`config.mk`:
```
export PLATFORM = sky130hd
export DESIGN_NAME = mem_request_arbiter
export DESIGN_NICKNAME = d
export VERILOG_FILES = /design/src/rtl/mem_request_arbiter.sv
export SDC_FILE = /design/constraint.sdc
export NUM_CORES = 1
export LEC_CHECK = 0
export ABC_AREA = 0
export CORE_AREA = 2 2 104 106
export CTS_BUF_LIST = sky130_fd_sc_hd__clkbuf_2
export CTS_CLUSTER_DIAMETER = 150
export DETAILED_ROUTE_END_ITERATION = 8
export DIE_AREA = 0 0 106 108
export GPL_TIMING_DRIVEN = 0
export PLACE_DENSITY = 0.84
export SETUP_SLACK_MARGIN = 0.2
export SYNTH_ARGS = -nofsm -noshare
export SYNTH_HDL_FRONTEND = slang
export SYNTH_SLANG_ARGS = --single-unit
```
`constraint.sdc`:
```
create_clock -name CLK -period 4.1 [get_ports CLK]
set_clock_uncertainty 0.15 [all_clocks]
set_input_delay 0.82 -clock CLK [delete_from_list [all_inputs] [get_ports CLK]]
set_output_delay 0.82 -clock CLK [all_outputs]
set_load 0.005 [all_outputs]
```
`src/rtl/mem_request_arbiter.sv`:
```
// Round-robin arbiter that serialises per-channel load/store requests onto a
// single registered memory port, with halt drain and a sticky stall watchdog.
module mem_request_arbiter #(
    parameter int NCH     = 2,
    parameter int AW      = 32,
    parameter int DW      = 32,
    parameter int TIMEOUT = 255
) (
    input  logic              CLK,
    input  logic              Rst,
    input  logic              halt,
    input  logic [NCH-1:0]    ch_ren,
    input  logic [NCH-1:0]    ch_wen,
    input  logic [NCH*AW-1:0] ch_addr,
    input  logic [NCH*DW-1:0] ch_wdata,
    output logic [NCH-1:0]    ch_hit,
    output logic [DW-1:0]     ch_rdata,
    output logic              mem_ren,
    output logic              mem_wen,
    output logic [AW-1:0]     mem_addr,
    output logic [DW-1:0]     mem_wdata,
    input  logic [DW-1:0]     mem_rdata,
    input  logic              mem_wait,
    output logic              halted,
    output logic              err
);

    localparam int GW = (NCH > 1) ? $clog2(NCH) : 1;
    localparam int CW = $clog2(TIMEOUT + 1);
    localparam logic [CW-1:0] TMAX = CW'(TIMEOUT);

    typedef enum logic [1:0] {
        S_IDLE   = 2'd0,
        S_BUSY   = 2'd1,
        S_HALTED = 2'd2
    } state_t;

    state_t          r_state;
    state_t          w_state_nxt;
    logic [GW-1:0]   r_rr_ptr;
    logic [GW-1:0]   r_grant;
    logic [CW-1:0]   r_wait_cnt;
    logic            r_mem_ren;
    logic            r_mem_wen;
    logic [AW-1:0]   r_mem_addr;
    logic [DW-1:0]   r_mem_wdata;
    logic            r_halted;
    logic            r_err;

    logic [NCH-1:0]  w_req;
    logic [GW:0]     w_pick_res;
    logic            w_found;
    logic [GW-1:0]   w_pick;
    logic [NCH-1:0]  w_hit;
    logic            w_grant_now;
    logic            w_done_now;

    // Search from ptr upward (mod NCH); lowest offset wins, so iterate downward.
    function automatic logic [GW:0] rr_pick(input logic [NCH-1:0] req,
                                            input logic [GW-1:0]  ptr);
        logic [GW:0] res;
        int          idx;
        res = '0;
        for (int k = NCH - 1; k >= 0; k--) begin
            idx = int'(ptr) + k;
            if (idx >= NCH) begin
                idx = idx - NCH;
            end else begin
                idx = idx;
            end
            if (req[idx]) begin
                res = {1'b1, GW'(idx)};
            end else begin
                res = res;
            end
        end
        return res;
    endfunction

    function automatic logic [GW-1:0] ptr_after(input logic [GW-1:0] g);
        logic [GW-1:0] nxt;
        if (g >= GW'(NCH - 1)) begin
            nxt = '0;
        end else begin
            nxt = g + GW'(1);
        end
        return nxt;
    endfunction

    // Round-robin request selection
    always_comb begin
        w_req      = ch_ren | ch_wen;
        w_pick_res = rr_pick(w_req, r_rr_ptr);
        w_found    = w_pick_res[GW];
        w_pick     = w_pick_res[GW-1:0];
    end

    // Next-state logic and per-cycle event decode
    always_comb begin
        w_state_nxt = r_state;
        w_grant_now = 1'b0;
        w_done_now  = 1'b0;
        case (r_state)
            S_IDLE: begin
                if (halt) begin
                    w_state_nxt = S_HALTED;
                end else if (w_found) begin
                    w_state_nxt = S_BUSY;
                    w_grant_now = 1'b1;
                end else begin
                    w_state_nxt = S_IDLE;
                end
            end
            S_BUSY: begin
                if (!mem_wait) begin
                    w_done_now  = 1'b1;
                    w_state_nxt = halt ? S_HALTED : S_IDLE;
                end else begin
                    w_state_nxt = S_BUSY;
                end
            end
            S_HALTED: begin
                w_state_nxt = S_HALTED;
            end
            default: begin
                w_state_nxt = S_IDLE;
            end
        endcase
    end

    // Completion pulse is combinational so the requester sees it in the done cycle
    always_comb begin
        w_hit = '0;
        if (w_done_now) begin
            w_hit[r_grant] = 1'b1;
        end else begin
            w_hit = '0;
        end
    end

    // Control state: FSM, grant, round-robin pointer, watchdog, halt/err flags
    always_ff @(posedge CLK or posedge Rst) begin
        if (Rst) begin
            r_state    <= S_IDLE;
            r_rr_ptr   <= '0;
            r_grant    <= '0;
            r_wait_cnt <= '0;
            r_halted   <= 1'b0;
            r_err      <= 1'b0;
        end else begin
            r_state <= w_state_nxt;
            if (w_grant_now) begin
                r_grant    <= w_pick;
                r_wait_cnt <= '0;
            end else if (w_done_now) begin
                r_wait_cnt <= '0;
                r_rr_ptr   <= ptr_after(r_grant);
            end else if (r_state == S_BUSY) begin
                // Stalled memory: count saturating; err latches, transaction continues
                if (r_wait_cnt != TMAX) begin
                    r_wait_cnt <= r_wait_cnt + CW'(1);
                end else begin
                    r_wait_cnt <= r_wait_cnt;
                end
                if (r_wait_cnt >= TMAX - CW'(1)) begin
                    r_err <= 1'b1;
                end else begin
                    r_err <= r_err;
                end
            end else begin
                r_wait_cnt <= r_wait_cnt;
            end
            if (w_state_nxt == S_HALTED) begin
                r_halted <= 1'b1;
            end else begin
                r_halted <= r_halted;
            end
        end
    end

    // Registered memory port: captured at grant, strobes dropped at completion
    always_ff @(posedge CLK or posedge Rst) begin
        if (Rst) begin
            r_mem_ren   <= 1'b0;
            r_mem_wen   <= 1'b0;
            r_mem_addr  <= '0;
            r_mem_wdata <= '0;
        end else if (w_grant_now) begin
            r_mem_addr  <= ch_addr[int'(w_pick)*AW +: AW];
            r_mem_wdata <= ch_wdata[int'(w_pick)*DW +: DW];
            r_mem_wen   <= ch_wen[w_pick];
            r_mem_ren   <= ~ch_wen[w_pick];
        end else if (w_done_now || (r_state != S_BUSY)) begin
            r_mem_ren   <= 1'b0;
            r_mem_wen   <= 1'b0;
        end else begin
            r_mem_ren   <= r_mem_ren;
            r_mem_wen   <= r_mem_wen;
        end
    end

    assign ch_hit    = w_hit;
    assign ch_rdata  = mem_rdata;
    assign mem_ren   = r_mem_ren;
    assign mem_wen   = r_mem_wen;
    assign mem_addr  = r_mem_addr;
    assign mem_wdata = r_mem_wdata;
    assign halted    = r_halted;
    assign err       = r_err;

endmodule

```
==> results.py <==
metrics = {
    "run_status": {
        "status": "completed",
    },
    "synthesis": {
        "ys_ff_latch": 80,
        "synth_seq_area_share_pct": 50.0,
        "synth_adder_area_share_pct": 0.625,
        "synth_mux_area_share_pct": 16.5,
        "syn_nets": 563,
        "synth-simple-area-share_pct": 10.4,
        "synth.area.top_cells": "dfrtp_1 50%, mux2i_1 16%, a21oi_1 8.4%",
        "synth_cell_types": 35,
        "synth_compound_area_share_pct": 12.7,
        "synth_warnings": 0,
        "postSynthCellCount": 393,
        "synth_top_area_share_pct": 50.0,
        "avgSynthCellArea_um2": 10.2,
        "yosysTopAreaCell": "dfrtp_1",
        "syn_area_mm2": 0.00401,
        "synth_top_family_by_area": "multiplexers",
        "synthXorXnorAreaFrac_pct": 0.437,
    },
    "power_and_ir_drop": {
        "pwr-share-clk_pct": 12.4,
        "p_total_uw": 3450,
        "vdd_drop_max_mv": 0.265,
        "seqPwrFrac_pct": 38.4,
        "p_sw_uw": 1170,
        "powerDensity_mw_per_mm2": 516,
        "p_int_uw": 2280,
        "power.leakage_uw": 0.00293,
        "swShare_pct": 33.9,
        "combPwrFrac_pct": 49.3,
    },
    "critical_path": {
        "required_ps": 3130,
        "critPathTopFamily": "buffers and inverters",
        "r2r-start": "r_state[1]$_DFF_PP0_",
        "startpoint_type": "input pin",
        "slowest_delay_ps": 560,
        "crit_path_end_kind": "output port",
        "crit_type": "input pin to output port",
        "crit_path_max_fanout": 8,
        "r2r_cells": 6,
        "timing.rr.end": "mem_wdata[23]$_DFFE_PP0N_",
        "critical_path_arrival_ps": 2240,
        "crit_buf_inv": 2,
        "cp_slowest_cell": "clkdlybuf4s50_1",
        "crit_top_cell": "clkdlybuf4s50_1",
        "path_cells": "clkdlybuf4s50_1, nor3_1, clkdlybuf4s50_1",
        "r2r_setup_slack_ps": 2080,
    },
    "clock_tree": {
        "ctsLongestPathBuffers": 2,
        "ctsHoldBuffers": 0,
        "numCtsBuffers": 9,
        "cts_root_buffer": "clkbuf_2",
        "cts.reportedPaths.clkPinSlew_ps": 230,
        "cts_tree": "built",
        "post_cts_buffers": 0,
        "post_cts_resized": 0,
        "cts_sinks": 80,
        "htreeDepth": 3,
        "insertion_delay_ps": 510,
    },
    "route": {
        "vias": 3836,
        "routed_via_density": 4.90,
        "wl_per_cell_um": 16.6,
        "drtIter0Drc": 161,
        "ant_nets": 0,
        "drt_wl_total_um": 13000,
        "drt_pass1_iterations": 4,
        "route.detailed.drc": 0,
    },
    "sta": {
        "report.final.slew_viol_count": 0,
        "tns_ps": 0,
        "min_period_ps": 3210,
        "fin_ws_ps": 886,
        "setup_viol": 0,
        "hold_ws_ps": 347,
        "final_hold_viol_count": 0,
        "maxSlewHeadroom_pct": 63.8,
        "post-route-period-util_pct": 78.4,
        "max_freq_mhz": 311,
        "rsz0062_at_grt": "no",
        "tightest_slew_ps": 543,
    },
    "layout": {
        "drive_gt1_share_pct": 11.3,
        "num-fill-cells": 841,
        "multi_input_area_mm2": 0.00163,
        "num_antenna_cells": 0,
        "seq_area_mm2": 0.00200,
        "most-common-layout-cells": "237 x clkdlybuf4s50_1, 80 x dfrtp_1, 73 x nor2_1, 67 x a21oi_1, 66 x mux2i_1",
        "layout_commonest_cell": "clkdlybuf4s50_1",
        "nets": 812,
        "areaGrowthSynthToFinish_pct": 67.0,
        "fin_util_pct": 65.4,
    },
    "placed_design": {
        "io_buffer_count": 237,
        "post-place-ws_ps": 905,
        "hpwl_um": 10500,
        "gp_congestion": 0.837,
    },
    "global_route": {
        "grt.total_usage_pct": 22.2,
        "grt_overflow": 0,
        "grt_pass1_vias": 4043,
        "grt_pass1_wl_um": 20000,
        "antenna_found_initial": 0,
        "grt_max_degree": 44,
    },
    "min_path": {
        "hp-class": "flip-flop to flip-flop",
        "min-delay-start": "halted$_DFFE_PP0N_",
        "hold_end": "halted$_DFFE_PP0N_",
        "hold_depth": 1,
    },
    "floorplan": {
        "die_y_um": 108,
        "initial_core_util_pct": 39.1,
        "dieArea_mm2": 0.0114,
        "io-pin-count": 270,
        "core.rowCount": 37,
        "die_w_um": 106,
        "core_area_mm2": 0.0102,
    },
    "flow_run": {
        "maxCapViolations": 0,
    },
}
## synthesized netlist by cell type (all sizes together)
master,n
nand4b,1
a21o,2
nor2,74
clkbuf,3
or2,1
o21bai,1
dfrtp,80
o22ai,1
o21a,1
a2111oi,1
nand2,4
nor4b,1
o31ai,1
nor2b,2
xnor2,2
nand3,3
nand4,2
a211o,1
nor3,6
o21ai,3
and4,1
a41oi,1
buf,51
a211oi,4
nand2b,3
o21ba,1
mux2i,66
inv,4
ha,2
o2111a,1
a21oi,68
a32o,1
## worst register-to-register path, delay by kind of cell, from the launching register on
family	cells	cell delay [ps]
compound gates	2	600
buf+inv	3	720
flops	1	410
simple gates	1	60
## power groups by stage
| stage | sequential, µW | clock [µW] | combinational (µW) |
|---|---|---|---|
| 2_1_floorplan | 1350 | 0 | 680 |
| 3_3_place_gp | 1320 | 0 | 1660 |
| 3_5_place_dp | 1350 | 0 | 1720 |
| 4_1_cts | 1320 | 439 | 1720 |
| 5_1_grt | 1370 | 477 | 1840 |
| 6_report | 1320 | 426 | 1700 |
## worst max-delay path by stage
stage / to / slack, ps / cells past startpoint / startpoint
global placement: mem_wen$_DFFE_PP0P_ / -190 / 2 / Rst
detailed placement: ch_hit[0] / 900 / 3 / mem_wait
finish: ch_hit[0] / 890 / 3 / mem_wait
floorplan: err$_DFFE_PP0P_ / 1080 / 1 / Rst
global route: ch_hit[0] / 750 / 4 / r_state[1]$_DFF_PP0_
CTS: ch_hit[0] / 880 / 4 / r_state[1]$_DFF_PP0_
## through the flow
step,area (µm²),instances
floorplan,4010,393
global placement,6550,766
detailed placement,6570,767
CTS,6690,783
global route,6690,783
finish,6690,783
## state kept, by name, indices dropped and copies added (netlist names)
signal	count
r_rr_ptr	1
mem_addr	32
halted	1
err	1
mem_wen	1
r_grant	1
mem_wdata	32
mem_ren	1
r_wait_cnt	8
r_state	2
## metal layers
metal	GRT usage, %	routed length, µm
met2	42.9	7090
met4	5.92	138
met1	24.0	4830
met5	0	0
met3	5.67	978
## area by class of cell
cell class              count  share of cell area, %
multi-input cells         255                   24.4
plain buffers              54                   5.37
repair buffers            238                   35.8
clock buffers               9                  0.674
well taps                 136                   2.54
clock inverters             7                   1.09
inverters                   4                  0.262
flip-flops and latches     80                   29.9
## kinds of logic (layout without fill, tap and decap cells)
| family | count (synthesis) | after routing |
|---|---|---|
| AO/OA/AOI/OAI | 87 | 87 |
| XOR/XNOR | 2 | 2 |
| adder cells (fa/ha/maj) | 2 | 2 |
| multiplexers | 66 | 66 |
| AND/OR/NAND/NOR | 98 | 98 |
| flip-flops | 80 | 80 |
| buffers and inverters | 58 | 312 |
No activity file was read; power rests on OpenSTA's default activity.
